**src/rtl/ar_rx_arbiter.sv**
```systemverilog
// Merges ARINC-429 words from N_CH receivers into one output stream.
// One hold register per channel, round-robin grant onto a single output register.
module ar_rx_arbiter #(
  parameter int unsigned N_CH      = 4,
  parameter int unsigned CH_W      = 2,
  parameter bit          DROP_PERR = 1'b0
) (
  input  logic               clk,
  input  logic               rst_n,
  input  logic [N_CH*8-1:0]  ch_adr,
  input  logic [N_CH*23-1:0] ch_dat,
  input  logic [N_CH-1:0]    ch_ce_wr,
  input  logic [N_CH-1:0]    ch_res,
  output logic               out_vld,
  input  logic               out_rdy,
  output logic [CH_W-1:0]    out_ch,
  output logic [7:0]         out_adr,
  output logic [22:0]        out_dat,
  output logic               out_perr,
  output logic [N_CH-1:0]    ovr,
  output logic [N_CH-1:0]    perr,
  input  logic               flag_clr
);

  logic [N_CH-1:0] pend_q, pend_d;
  logic [7:0]      adr_q  [N_CH];
  logic [7:0]      adr_d  [N_CH];
  logic [22:0]     dat_q  [N_CH];
  logic [22:0]     dat_d  [N_CH];
  logic [N_CH-1:0] wperr_q, wperr_d;

  logic            out_vld_q, out_vld_d;
  logic [CH_W-1:0] out_ch_q, out_ch_d;
  logic [7:0]      out_adr_q, out_adr_d;
  logic [22:0]     out_dat_q, out_dat_d;
  logic            out_perr_q, out_perr_d;

  logic [CH_W-1:0] rr_q, rr_d;
  logic [N_CH-1:0] ovr_q, ovr_d, perr_q, perr_d;

  logic            gnt;
  logic            found;
  logic [CH_W-1:0] gnt_idx;
  logic [CH_W-1:0] scan_idx;

  // First pending channel at or after rr, wrapping modulo N_CH.
  always_comb begin
    found    = 1'b0;
    gnt_idx  = '0;
    scan_idx = '0;
    for (int unsigned i = 0; i < N_CH; i++) begin
      scan_idx = CH_W'((32'(rr_q) + i) % N_CH);
      if (!found && pend_q[scan_idx]) begin
        found   = 1'b1;
        gnt_idx = scan_idx;
      end
    end
    gnt = found && (!out_vld_q || out_rdy);
  end

  always_comb begin
    logic gnt_k;
    logic cap;
    logic [N_CH-1:0] ovr_set;
    logic [N_CH-1:0] perr_set;
    pend_d   = pend_q;
    adr_d    = adr_q;
    dat_d    = dat_q;
    wperr_d  = wperr_q;
    ovr_set  = '0;
    perr_set = '0;
    gnt_k    = 1'b0;
    cap      = 1'b0;
    for (int unsigned k = 0; k < N_CH; k++) begin
      gnt_k = gnt && (gnt_idx == CH_W'(k));
      cap   = ch_ce_wr[k] && (!DROP_PERR || ch_res[k]);
      // A recapture on the granted channel keeps pend set and is not an overrun.
      pend_d[k]   = cap || (pend_q[k] && !gnt_k);
      ovr_set[k]  = cap && pend_q[k] && !gnt_k;
      perr_set[k] = ch_ce_wr[k] && !ch_res[k];
      if (cap) begin
        adr_d[k]   = ch_adr[8*k +: 8];
        dat_d[k]   = ch_dat[23*k +: 23];
        wperr_d[k] = !ch_res[k];
      end
    end
    // Set events win over a simultaneous clear.
    ovr_d  = (flag_clr ? '0 : ovr_q) | ovr_set;
    perr_d = (flag_clr ? '0 : perr_q) | perr_set;
  end

  always_comb begin
    out_vld_d  = out_vld_q;
    out_ch_d   = out_ch_q;
    out_adr_d  = out_adr_q;
    out_dat_d  = out_dat_q;
    out_perr_d = out_perr_q;
    rr_d       = rr_q;
    if (gnt) begin
      out_vld_d  = 1'b1;
      out_ch_d   = gnt_idx;
      out_adr_d  = adr_q[gnt_idx];
      out_dat_d  = dat_q[gnt_idx];
      out_perr_d = wperr_q[gnt_idx];
      rr_d       = (gnt_idx == CH_W'(N_CH - 1)) ? '0 : gnt_idx + 1'b1;
    end else if (out_vld_q && out_rdy) begin
      out_vld_d = 1'b0;
    end
  end

  always_ff @(posedge clk or negedge rst_n) begin
    if (!rst_n) begin
      pend_q     <= '0;
      wperr_q    <= '0;
      out_vld_q  <= 1'b0;
      out_ch_q   <= '0;
      out_adr_q  <= '0;
      out_dat_q  <= '0;
      out_perr_q <= 1'b0;
      rr_q       <= '0;
      ovr_q      <= '0;
      perr_q     <= '0;
      for (int unsigned k = 0; k < N_CH; k++) begin
        adr_q[k] <= '0;
        dat_q[k] <= '0;
      end
    end else begin
      pend_q     <= pend_d;
      wperr_q    <= wperr_d;
      out_vld_q  <= out_vld_d;
      out_ch_q   <= out_ch_d;
      out_adr_q  <= out_adr_d;
      out_dat_q  <= out_dat_d;
      out_perr_q <= out_perr_d;
      rr_q       <= rr_d;
      ovr_q      <= ovr_d;
      perr_q     <= perr_d;
      adr_q      <= adr_d;
      dat_q      <= dat_d;
    end
  end

  assign out_vld  = out_vld_q;
  assign out_ch   = out_ch_q;
  assign out_adr  = out_adr_q;
  assign out_dat  = out_dat_q;
  assign out_perr = out_perr_q;
  assign ovr      = ovr_q;
  assign perr     = perr_q;

endmodule

```
**config.mk**
```make
export PLATFORM = sky130hd
export DESIGN_NAME = ar_rx_arbiter
export DESIGN_NICKNAME = d
export VERILOG_FILES = /design/src/rtl/ar_rx_arbiter.sv
export SDC_FILE = /design/constraint.sdc
export NUM_CORES = 1
export LEC_CHECK = 0
export BUFFER_PORTS_ARGS = -buffer_cell sky130_fd_sc_hd__buf_2
export CAP_MARGIN = 0
export CELL_PAD_IN_SITES_DETAIL_PLACEMENT = 1
export CELL_PAD_IN_SITES_GLOBAL_PLACEMENT = 2
export CORE_MARGIN = 10
export CORE_UTILIZATION = 32
export DETAILED_ROUTE_END_ITERATION = 12
export GPL_TIMING_DRIVEN = 0
export PLACE_DENSITY_LB_ADDON = 0.08
export SLEW_MARGIN = 40
export SYNTH_ARGS = -nofsm -noshare
export SYNTH_HDL_FRONTEND = slang
export SYNTH_SLANG_ARGS = --single-unit
```
**constraint.sdc**
```tcl
create_clock -name clk -period 1.6 [get_ports clk]
set_input_delay 0.08 -clock clk [delete_from_list [all_inputs] [get_ports clk]]
set_output_delay 0.08 -clock clk [all_outputs]
set_load 0.02 [all_outputs]
```
After elaboration in Yosys (flattened, before gate mapping)
Cells that the tools add are included.
Widths: inputs -> output; s select.
{"block": "op_classes", "addsub": 4, "n_lt_le_gt_ge": 6, "eq_ne": 3, "n_mux": 29, "n_bitwise": 3, "reduce_logical": 44}
{"operator": "$bmux 23 s2", "n": 1}
{"operator": "$mux 23", "n": 2}
{"operator": "$logic_and 1x1->1", "n": 25}
{"operator": "$bmux 8 s2", "n": 1}
{"operator": "$mux 8", "n": 2}
{"operator": "$lt 2x3->1 const B", "n": 5}
{"operator": "$logic_not 1->1", "n": 12}
{"operator": "$mux 1", "n": 11}
{"operator": "$bmux 1 s2", "n": 5}
{"operator": "$mux 2", "n": 5}
{"operator": "$mux 4", "n": 2}
{"operator": "$or 4x4->4", "n": 2}
{"operator": "$logic_or 1x1->1", "n": 5}
{"operator": "$add 2x1->2 const B", "n": 2}
{"operator": "$add 2x2->2 const B", "n": 2}
{"operator": "$eq 2x2->1 const B", "n": 2}
{"operator": "$ge 3x3->1 const B", "n": 1}
{"operator": "$not 2->3", "n": 1}
{"operator": "$eq 2x1->1 const B", "n": 1}
{"operator": "$logic_not 2->1", "n": 1}
{"operator": "$reduce_bool 2->1", "n": 1}
{"block": "word_totals", "reg_bits": 177, "in_bits": 136, "out_inout_bits": 43, "wordCells": 110}

Logic depth before layout (Yosys ltp)
Gate-level depths: netlist of run 1.
{"block": "logic_depth", "word_depth": 17, "depth_mapped": 8, "ltp_nobuf": 7}

Worst setup path after synthesis of run 1
Ideal clock, no wire load.
{"block": "synth_timing", "path_kind": "reg2reg", "startpoint": "register pend_q[1]", "endpoint": "register ovr_q[0], in the netlist ovr[0]", "setup_ns": 0.122, "arrival_time_ns": 1.544, "required_ns": 1.478, "path_slack_ns": -0.066, "path_stages_with_launch": 8, "n_path_buf": 1, "period_less_slack_ns": 1.666, "path_cell_list": "dfrtp_1 -> nand2b_1 -> a21oi_1 -> a211o_1 -> buf_2 -> inv_2 -> or3_1 -> a32o_1"}
{"block": "synth_via", "elab_chain_cells": 17, "word_cells_on_any_way": 28, "cone_classes": "mux (16); bitwise (1); reduce/logical (11)"}
{"element": "start, declared", "line": "25", "source": "logic [N_CH-1:0] pend_q, pend_d;"}
{"element": "start signal, assigned", "line": "128", "source": "pend_q <= pend_d;"}
{"element": "$bmux 1 s2", "line": "53", "source": "if (!found && pend_q[scan_idx]) begin"}
{"element": "$mux 1 (not written as such)", "line": "53"}
{"element": "$mux 1", "line": "53"}
{"element": "$logic_not 1->1", "line": "53"}
{"element": "$logic_and 1x1->1", "line": "53"}
{"element": "$mux 1", "line": "53"}
{"element": "$logic_not 1->1", "line": "53"}
{"element": "$logic_and 1x1->1", "line": "53"}
{"element": "[2 not listed]"}
{"element": "$logic_and 1x1->1", "line": "53"}
{"element": "$mux 2 / $mux 1 (equally long branches)", "line": "53"}
{"element": "$logic_not 2->1 / $logic_and 1x1->1 (equally long branches)", "line": "75, 58"}
{"element": "$logic_and 1x1->1 *", "line": "75", "source": "gnt_k = gnt && (gnt_idx == CH_W'(k));"}
{"element": "$logic_not 1->1 *", "line": "79", "source": "ovr_set[k] = cap && pend_q[k] && !gnt_k;"}
{"element": "$logic_and 1x1->1 *", "line": "79"}
{"element": "$or 4x4->4 *", "line": "88", "source": "ovr_d = (flag_clr ? '0 : ovr_q) | ovr_set;"}
{"element": "named net ovr_d[0]", "line": "39", "source": "logic [N_CH-1:0] ovr_q, ovr_d, perr_q, perr_d;"}
{"element": "end signal, assigned", "line": "136", "source": "ovr_q <= ovr_d;"}
{"element": "end, declared", "line": "39"}
Mark *: on every way through the listed nets, which the timed path passes. The rest lies on a longest branch. The select of a mux whose other input is x is not followed.
A chain may end at the register's enable or synchronous reset.

Worst setup path in the final report of run 1
{"block": "layout_timing", "startpoint": "register pend_q[2]", "endpoint": "register out_dat_q[10], in the netlist out_dat[10]"}
{"block": "layout_via", "elab_chain_cells": 16, "word_cells_on_any_way": 27, "cone_classes": "mux (19); bitwise (1); reduce/logical (7)"}
{"element": "$bmux 1 s2", "line": "53"}
{"element": "$mux 1 (not written as such)", "line": "53"}
{"element": "$mux 1", "line": "53"}
{"element": "$logic_not 1->1", "line": "53"}
{"element": "$logic_and 1x1->1", "line": "53"}
{"element": "$mux 1", "line": "53"}
{"element": "$logic_not 1->1", "line": "53"}
{"element": "$logic_and 1x1->1", "line": "53"}
{"element": "$mux 1", "line": "53"}
{"element": "$logic_not 1->1", "line": "53"}
{"element": "$logic_and 1x1->1", "line": "53"}
{"element": "$mux 2", "line": "53"}
{"element": "$not 2->3 (not written as such)", "line": "103", "source": "out_dat_d = dat_q[gnt_idx];"}
{"element": "$bmux 23 s2", "line": "103"}
{"element": "$mux 23 (not written as such) (2 in series)", "line": "103"}
{"element": "end signal, assigned", "line": "133", "source": "out_dat_q <= out_dat_d;"}
{"element": "end, declared", "line": "35", "source": "logic [22:0] out_dat_q, out_dat_d;"}
Parallel ways exist; a longest one is shown, timed or not. The select of a mux whose other input is x is not followed.

==> metrics.txt, run 1 <==
Setup TNS=-7130 ps; H-tree levels=4; M3 GR Usage=4.17%; initial antenna violation count=2; Post-Place Cells=990; Die X-Extent=172 µm; register area share after synthesis=59.8%; root buffer cell=clkbuf_16; design area=11,500 µm²; clk_skew=12.1 ps; Die Area=29,600 µm²; Yosys reg bits=177; status=finished with violations; CTS tree=done; GP Congestion=0.773; leakage power=5.23 nW; dpl cell area=8730 µm²; worst setup margin=-224 ps; Netlist cell types=30; global-route wire length before repair=39,800 µm; reg2reg path depth=8; Startpoint Class=flip-flop; Synth Area per Inst=14.0 µm²; die height=172 µm; I/O pin cnt=179; # fillers=2,296; Slew Limit Fails=0; Slew headroom=49.9%; Synth top area share=59.8%; Fin. Hold Viols=0; VDD IR max=661 µV; cell taking the most area after synthesis=dfrtp_1; DP HPWL=17,400 µm; met1 track demand over resource=22.1%; synth warn=0; clock sink count=177; CP Class=reg -> reg; Storage cell area=4430 µm²; crit path max fanout=7; Detailed Routing Iterations Pass 1=6; maxcap violations=0; total number of vias=5,695; final core utilization=50.5%; Post-Route WL=25,900 µm; actual slew at the worst max-slew pin=752 ps; Post-Syn Area=7410 µm²; IO Port Bufs=174; Worst-Skew Late Latency=430 ps; Area growth syn-to-layout=54.8%; Initial Util=32.6%; top cells by area, synth=dfrtp_1, mux2_2, mux2i_1; Post-Syn Instances=529; CTS max path bufs=2; worst hold path type=in -> async; core area=22,700 µm²; Avg WL per Cell=21.8 µm; DRC viols=0; Hold WS=137 ps; # rows=55; Tmin final=1820 ps; M2 GR Usage=30.4%; RSZ-0062 raised after global routing=true; Final Net Count=1,022; GRT busiest layer=met2; TritonCTS Buffers=17; Via density=4.81; largest net degree at the start of global routing=72; Critical Path AT=2130 ps; Syn Nets=666; 1st-iter DRT viols=215; GR Util All Layers=17.7%; period utilization=114%; Non-Filler Instances=1,185; total gr overflow=0; Reg clk slew, reported paths=70 ps; Multi-input gate area=3050 µm²; # setup viols final=44; WP data required=1900 ps; Crit. End Element=flip-flop; failing checks=negative setup slack; layout cells sized above 1=47.1%; Routed Antenna Nets=0; highest clock rate=548 MHz; vias in the first global route=6,752; P per Cell Area=1660 nW/µm²
## layout make-up
type / count / area share (%)
Antenna cell: 2 / 0.0436
Buffer: 32 / 2.56
Clock buffer: 19 / 3.86
Clock inverter: 13 / 1.71
Inverter: 14 / 0.458
Multi-Input combinational cell: 304 / 26.6
Sequential cell: 177 / 38.7
Tap cell: 285 / 3.11
Timing Repair Buffer: 339 / 23.0
## timing repair
item	CTS	global route
endpoints found under the setup margin	44	44
buffers inserted	16	8
resized for setup	55	44
hold buffers	132	0
gates cloned	2	5
pin swaps	6	15
endpoints found under the hold margin	298	0
## flip-flops by register name (all words and copies together), names as in the netlist
| signal | flops |
|---|---|
| adr_q | 32 |
| dat_q | 92 |
| out_adr | 8 |
| out_ch | 2 |
| out_dat | 23 |
| out_perr | 1 |
| out_vld | 1 |
| ovr | 4 |
| pend_q | 4 |
| perr | 4 |
| rr_q | 2 |
| wperr_q | 4 |
## kinds of logic (layout without fill, tap and decap cells)
family | after synthesis | count (layout) | synth area share, %
compound gates | 58 | 58 | 6.11
buf+inv | 48 | 417 | 3.11
simple gates | 57 | 57 | 3.34
mux | 188 | 188 | 27.5
fa+ha+maj | 1 | 1 | 0.169
flops | 177 | 177 | 59.8
other cells | 0 | 2 | 0
## Yosys cell counts
cell       instances
inv_2              1
ha_1               1
buf_2             10
o21ai_1            1
a32o_1             3
a211o_1            1
mux2_2           124
inv_1             13
buf_4              2
a21o_1             4
o31ai_1            2
o221ai_1          32
buf_6              4
buf_1              7
nor3_2             1
o22ai_1            1
o21ai_0            7
nand2b_1           5
a22o_1             1
nor4_1             1
dfrtp_1          177
nand2_1           44
nor3b_2            1
nand3_1            1
nor2_1             3
or3_1              1
clkbuf_1          11
a21oi_1            5
mux2i_1           64
o2bb2ai_1          1
## report_power, final
| group | switching, mW | leakage, nW | total [mW] | internal (mW) |
|---|---|---|---|---|
| Combinational | 4.05 | 2.84 | 8.41 | 4.36 |
| Clock | 1.88 | 0.312 | 4.58 | 2.70 |
| Sequential | 0.648 | 2.08 | 5.99 | 5.34 |
| Total | 6.58 | 5.23 | 19.0 | 12.4 |
## path summary, 6_finish.rpt
check | from | endpoint | slack, ps
max in group asynchronous | rst_n | dat_q[57] | 750
worst max register to register | pend_q[2] | out_dat[10] | -220
worst min register to register | out_dat[12] | out_dat[12] | 490
min in group clk | ch_ce_wr[1] | wperr_q[1] | 140
worst max-delay path | pend_q[2] | out_dat[10] | -220
worst min-delay path | rst_n | out_ch[0] | 140
## placed cells by master (no fill, tap or decap), types with 2 or more instances in the layout
master         instances
buf_8                  5
dfrtp_1              173
bufinv_16              4
nand2_1               43
nand2b_4               2
mux2_2               124
a21oi_1                2
dlygate4sd3_1        132
a21oi_2                2
diode_2                2
clkbuf_16             21
mux2i_2                6
nor2_1                 2
mux2i_1               49
o221ai_2               7
inv_1                 12
buf_1                  7
a32o_1                 3
clkbuf_1               9
buf_16                 5
o221ai_1              25
a21o_1                 4
buf_2                173
inv_6                  6
dfrtp_2                4
buf_6                 12
o21ai_0                7
buf_12                 4
mux2i_4                9
nand2b_1               3
inv_2                  2
buf_4                 19
clkbuf_8               2
## critical path, stage by stage (launching register included)
cell and delay, ps:
dfrtp_2 480, nand2b_4 90, a21oi_2 50, a211o_1 300, buf_8 150, buf_12 150, clkbuf_16 170, mux2i_1 190
o221ai_1 120
## per-stage QoR
step / power (mW) / setup WS, ps
after floorplan: 9.77 / -15.9
after global placement: 11.7 / -2420
after detailed placement: 11.9 / -480
after CTS: 17.9 / -213
after global routing: 20.0 / -298
final: 19.0 / -224
## per-layer routing
| metal | routed length [µm] | up-vias |
|---|---|---|
| li1 | - | 2632 |
| met1 | 11300 | 2915 |
| met2 | 13100 | 132 |
| met3 | 1250 | 16 |
| met4 | 227 | 0 |
| met5 | 0 | - |
(Power assumes the default switching activity.)
==> run 2: changes to the inputs <==
--- a/config.mk
+++ b/config.mk
@@ -5,12 +5,13 @@
 export SDC_FILE = /design/constraint.sdc
 export NUM_CORES = 1
 export LEC_CHECK = 0
-export BUFFER_PORTS_ARGS = -buffer_cell sky130_fd_sc_hd__buf_2
+export BUFFER_PORTS_ARGS = -buffer_cell sky130_fd_sc_hd__clkbuf_2
 export CAP_MARGIN = 0
 export CELL_PAD_IN_SITES_DETAIL_PLACEMENT = 1
 export CELL_PAD_IN_SITES_GLOBAL_PLACEMENT = 2
 export CORE_MARGIN = 10
 export CORE_UTILIZATION = 32
+export CTS_BUF_LIST = sky130_fd_sc_hd__clkbuf_4 sky130_fd_sc_hd__clkbuf_8 sky130_fd_sc_hd__clkbuf_16
 export DETAILED_ROUTE_END_ITERATION = 12
 export GPL_TIMING_DRIVEN = 0
 export PLACE_DENSITY_LB_ADDON = 0.08
==> run 2 against run 1 <==
Net effect: the run still ends with negative setup slack left; power down 4.8%; utilization is 0.81 points lower; die area unchanged; sequential share of layout area increased by 0.64 points; sequential power increased by 0.8%; register-to-register slack about the same; fmax is 0.30% higher; final area is 1.6% lower; critical path depth unchanged; combinational power is 9.0% lower.
==> metrics.txt, run 2 (synthesized netlist as in run 1, its figures left out) <==
1st-iter DRT viols=182 (-15%); Area growth syn-to-layout=52.3%; Routed Antenna Nets=0 (unchanged); crit path max fanout=10 (+3); IO Port Bufs=174 (unchanged); Hold WS=2.71 ps (-134 ps); failing checks=negative setup slack; most frequent cells in the layout=clkbuf_2, dfrtp_1, dlygate4sd3_1, mux2_2, mux2i_1; Worst-Skew Late Latency=430 ps (about the same); Avg WL per Cell=21.7 µm (-0.75%); Tmin final=1820 ps (-5.53 ps); Reg clk slew, reported paths=70 ps (about the same); layout cells sized above 1=47.9% (+0.76 points); worst hold path type=in -> reg; Startpoint Class=flip-flop; CTS tree=done; Setup TNS=-7070 ps (+60.2 ps); clock sink count=177 (unchanged); CP delay by family, top=buffers and inverters; Post-Route WL=25,400 µm (-1.7%); status=finished with violations; # rows=55 (unchanged); WP data required=1890 ps (about the same); Fin. Hold Viols=0 (unchanged); CP Class=reg -> reg; Pwr Total=18.1 mW (-4.8%); worst setup margin=-219 ps (+5.53 ps); Critical Path AT=2110 ps (-20 ps); crit-path cells=nand2b_4, a21oi_2, a211o_1, buf_6, buf_12, buf_12, mux2i_4, o221ai_1; Critical Path Max Stage Delay=430 ps (-50 ps); # fillers=2,296 (unchanged); TritonCTS Buffers=17 (unchanged); total number of vias=5,602 (-1.6%); vias in the first global route=6,741 (-0.16%); commonest non-fill, non-tap cell in the layout=clkbuf_2; CP bufs+invs=3 (unchanged); GP Congestion=0.771 (-0.25%); Slew Limit Fails=0 (unchanged); leakage power=5.17 nW (-1.3%); # setup viols final=44 (unchanged); Initial Util=32.6% (unchanged); root buffer cell=clkbuf_16; highest clock rate=550 MHz (+0.30%); Detailed Routing Iterations Pass 1=4 (-2); H-tree levels=4 (unchanged); period utilization=114% (-0.35 points); clk_skew=8.57 ps (-3.54 ps); number of flip-flops in the largest register=92 (unchanged); dpl cell area=8730 µm² (about the same); DRC viols=0 (unchanged); Reg with most FFs=dat_q; Die X-Extent=172 µm (unchanged); most used cell, CP=buf_12; VDD IR max=899 µV (+36%); total gr overflow=0 (unchanged); design area=11,300 µm² (-1.6%); largest net degree at the start of global routing=70 (-2.8%); Slew headroom=50.0% (+0.095 points); CTS max path bufs=2 (unchanged); I/O pin cnt=179 (unchanged); global-route wire length before repair=38,800 µm (-2.5%); initial antenna violation count=1 (-1); DP HPWL=17,500 µm (+0.32%); Die Area=29,600 µm² (unchanged); Via density=4.77 (-0.71%); core area=22,700 µm² (unchanged); maxcap violations=0 (unchanged); P per Cell Area=1600 nW/µm² (-3.2%); die height=172 µm (unchanged); GR Util All Layers=17.3% (-0.39 points); RSZ-0062 raised after global routing=true; Critical-path top delay cell=dfrtp_1; Final Net Count=1,012 (-0.98%); Crit. End Element=flip-flop; actual slew at the worst max-slew pin=750 ps (-1.42 ps)
## run 2: cell types whose count changed in the layout (fill, tap and decap cells not counted), sizes merged
| cell | previous run | this run |
|---|---|---|
| inv | 21 | 18 |
| bufinv | 4 | 3 |
| diode | 2 | 1 |
| clkinvlp | 1 | 2 |
| buf | 225 | 46 |
| clkbuf | 33 | 206 |
| clkinv | 1 | 2 |
| dlygate4sd3 | 132 | 130 |
## run 2: layout make-up
class | count | area, µm² | area share (%)
Clock inverter | 11 | 150 | 1.33
Tap cell | 285 | 357 | 3.16
Sequential cell | 177 | 4440 | 39.3
Multi-Input combinational cell | 304 | 3050 | 27.0
Inverter | 14 | 52.6 | 0.466
Buffer | 34 | 319 | 2.83
Timing Repair Buffer | 327 | 2460 | 21.8
Antenna cell | 1 | 2.50 | 0.0222
Clock buffer | 21 | 462 | 4.09
## run 2: power by group
part / internal (mW) / switching (mW) / total, mW
Sequential: 5.35 / 0.691 / 6.04
Combinational: 3.84 / 3.81 / 7.65
Clock: 2.57 / 1.82 / 4.39
## run 2: worst paths after layout
kind,startpoint,endpoint,slack (ps),depth (start not counted)
max in group asynchronous,rst_n,dat_q[11],730,3
setup / recovery,rr_q[0],out_adr[4],-220,8
min in group asynchronous,rst_n,out_ch[0],170,2
hold / removal,ch_res[2],perr[2],3,3
setup reg to reg,rr_q[0],out_adr[4],-220,8
hold reg to reg,out_dat[12],out_dat[12],490,2
## run 2: timing repair
item,in CTS,in global routing
pin swaps,4,13
cloned,1,1
hold buffers,130,0
setup buffers,15,4
hold endpoints to repair,181,0
endpoints found under the setup margin,44,44
gates resized for setup,47,57
## run 2: stage by stage
step           utilization [%]  setup WS (ps)  std cells
2_1_floorplan                -          -15.9        529
4_1_cts                   48.2           -233       1168
3_5_place_dp              38.5           -525        990
6_report                  49.7           -219       1174
3_3_place_gp              38.2          -2870        988
5_1_grt                   49.7           -281       1174
## run 2: routing by layer
| layer | part of all wire [%] | vias up | GRT usage (%) |
|---|---|---|---|
| met5 | 0 | - | 0 |
| met4 | 1.5 | 0 | 5.10 |
| met3 | 4.3 | 23 | 3.97 |
| met2 | 51 | 129 | 29.5 |
| met1 | 43 | 2844 | 21.3 |
| li1 | - | 2606 | - |
## run 2: worst min-delay path, cell delays in order
cell and delay (ps):
clkbuf_2 70, nand2b_1 150, o21ai_0 90
==> run 3: changes to the inputs <==
--- a/config.mk
+++ b/config.mk
@@ -14,6 +14,7 @@
 export CTS_BUF_LIST = sky130_fd_sc_hd__clkbuf_4 sky130_fd_sc_hd__clkbuf_8 sky130_fd_sc_hd__clkbuf_16
 export DETAILED_ROUTE_END_ITERATION = 12
 export GPL_TIMING_DRIVEN = 0
+export MAX_ROUTING_LAYER = met4
 export PLACE_DENSITY_LB_ADDON = 0.08
 export SLEW_MARGIN = 40
 export SYNTH_ARGS = -nofsm -noshare
==> run 3 against run 2 <==
Net effect: the run ends with negative hold slack, negative setup slack left; flip-flop and latch count did not move; final area about the same; worst hold slack worse by 7.6 ps; via count is essentially flat.
==> metrics.txt, run 3 (synthesized netlist as in run 1, its figures left out) <==
status=finished with violations; failing checks=negative hold slack, negative setup slack; die height=172 µm (unchanged); Pwr Total=18.1 mW (about the same); GR Util All Layers=17.8% (+0.49 points); largest net degree at the start of global routing=70 (unchanged); CP Class=reg -> reg; total gr overflow=0 (unchanged); Die X-Extent=172 µm (unchanged); # rows=55 (unchanged); CTS tree=done; number of flip-flops in the largest register=92 (unchanged); Avg WL per Cell=21.7 µm (about the same); Reg clk slew, reported paths=70 ps (about the same); Startpoint Class=flip-flop; hold path depth=3 (unchanged); P per Cell Area=1600 nW/µm² (about the same); root buffer cell=clkbuf_16; final core utilization=49.7% (about the same); Reg with most FFs=dat_q; actual slew at the worst max-slew pin=746 ps (-4.04 ps); core area=22,700 µm² (unchanged); vias in the first global route=6,744 (+0.045%); leakage power=5.17 nW (unchanged); VDD IR max=903 µV (+0.45%); Routed Antenna Nets=0 (unchanged); CTS max path bufs=2 (unchanged); Area growth syn-to-layout=52.4% (about the same); Fin. Hold Viols=1 (+1); Detailed Routing Iterations Pass 1=4 (unchanged); Die Area=29,600 µm² (unchanged); DP HPWL=17,500 µm (unchanged); Critical Path AT=2120 ps (about the same); TritonCTS Buffers=17 (unchanged); worst setup margin=-227 ps (-8.02 ps); H-tree levels=4 (unchanged); initial antenna violation count=2 (+1); clk_skew=7.64 ps (-0.927 ps); WP data required=1900 ps (about the same); Slew Limit Fails=0 (unchanged); reg2reg path depth=8 (unchanged); crit path max fanout=10 (unchanged); IO Port Bufs=174 (unchanged); most frequent cells in the layout=clkbuf_2, dfrtp_1, dlygate4sd3_1, mux2_2, mux2i_1; DRC viols=0 (unchanged); clock sink count=177 (unchanged); # fillers=2,297 (+0.044%); total number of vias=5,601 (-0.018%); design area=11,300 µm² (about the same); dpl cell area=8730 µm² (unchanged); Hold WS=-4.91 ps (-7.62 ps); RSZ-0062 raised after global routing=true; Tmin final=1830 ps (+8.02 ps); highest clock rate=547 MHz (-0.44%); Slew headroom=50.2% (+0.27 points); Via density=4.77 (-0.10%); layout cells sized above 1=47.9% (unchanged); 1st-iter DRT viols=175 (-3.8%); # setup viols final=44 (unchanged); global-route wire length before repair=38,700 µm (about the same); period utilization=114% (+0.50 points); Post-Route WL=25,500 µm (about the same); maxcap violations=0 (unchanged); Final Net Count=1,012 (unchanged); GP Congestion=0.781 (+1.3%); commonest non-fill, non-tap cell in the layout=clkbuf_2; Initial Util=32.6% (unchanged); Crit. End Element=flip-flop; I/O pin cnt=179 (unchanged); Worst-Skew Late Latency=430 ps (about the same); worst hold path type=in -> reg
[run 3: cell types whose count changed in the layout (fill, tap and decap cells not counted)]
cell / before / now
diode_2: 1 / 2
[run 3: cell type report]
cell class / count / area, µm² / area share [%]
Antenna cell: 2 / 5.00 / 0.0443
Buffer: 34 / 319 / 2.83
Clock buffer: 21 / 462 / 4.09
Clock inverter: 11 / 150 / 1.33
Inverter: 14 / 52.6 / 0.465
Multi-Input combinational cell: 304 / 3050 / 27.0
Sequential cell: 177 / 4440 / 39.3
Tap cell: 285 / 357 / 3.16
Timing Repair Buffer: 327 / 2460 / 21.8
[run 3: through the flow]
step,setup TNS [ps],setup slack [ps],std cells
finish,-6830,-227,1175
global route,-10320,-280,1175
CTS,-7890,-233,1168
detailed placement,-32770,-525,990
global placement,-534040,-2870,988
floorplan,-254,-15.9,529
[run 3: path summary, 6_finish.rpt]
| path | from | to | slack (ps) |
|---|---|---|---|
| setup / recovery | rr_q[0] | out_adr[1] | -230 |
| hold / removal | ch_res[2] | perr[2] | -5 |
| setup reg to reg | rr_q[0] | out_adr[1] | -230 |
| hold reg to reg | out_dat[12] | out_dat[12] | 490 |
| max in group asynchronous | rst_n | dat_q[11] | 720 |
| min in group asynchronous | rst_n | out_ch[0] | 170 |
[run 3: what timing repair did]
| item | CTS | global route |
|---|---|---|
| resized for setup | 47 | 57 |
| hold endpoints to repair | 181 | 0 |
| gates cloned | 1 | 1 |
| hold buffers | 130 | 0 |
| endpoints found under the setup margin | 44 | 44 |
| pin swaps | 4 | 13 |
| setup buffers | 15 | 4 |
[run 3: routing by layer]
metal | GRT usage, % | vias up | part of all wire (%)
li1 | - | 2606 | -
met1 | 21.7 | 2845 | 44
met2 | 29.5 | 126 | 51
met3 | 3.49 | 24 | 3.8
met4 | 5.10 | 0 | 1.5
met5 | - | - | 0
[run 3: critical path: stages, from the launching register on]
cell	delay (ps)
dfrtp_1	420
nand2b_4	170
a21oi_2	140
a211o_1	120
buf_6	130
buf_12	150
buf_12	180
mux2i_1	240
o221ai_1	140
[run 3: where the power goes]
group / leakage, nW / internal [mW] / switching, mW
clock: 0.299 / 2.57 / 1.82
sequential: 2.08 / 5.35 / 0.690
combinational: 2.79 / 3.84 / 3.81
total: 5.17 / 11.8 / 6.32
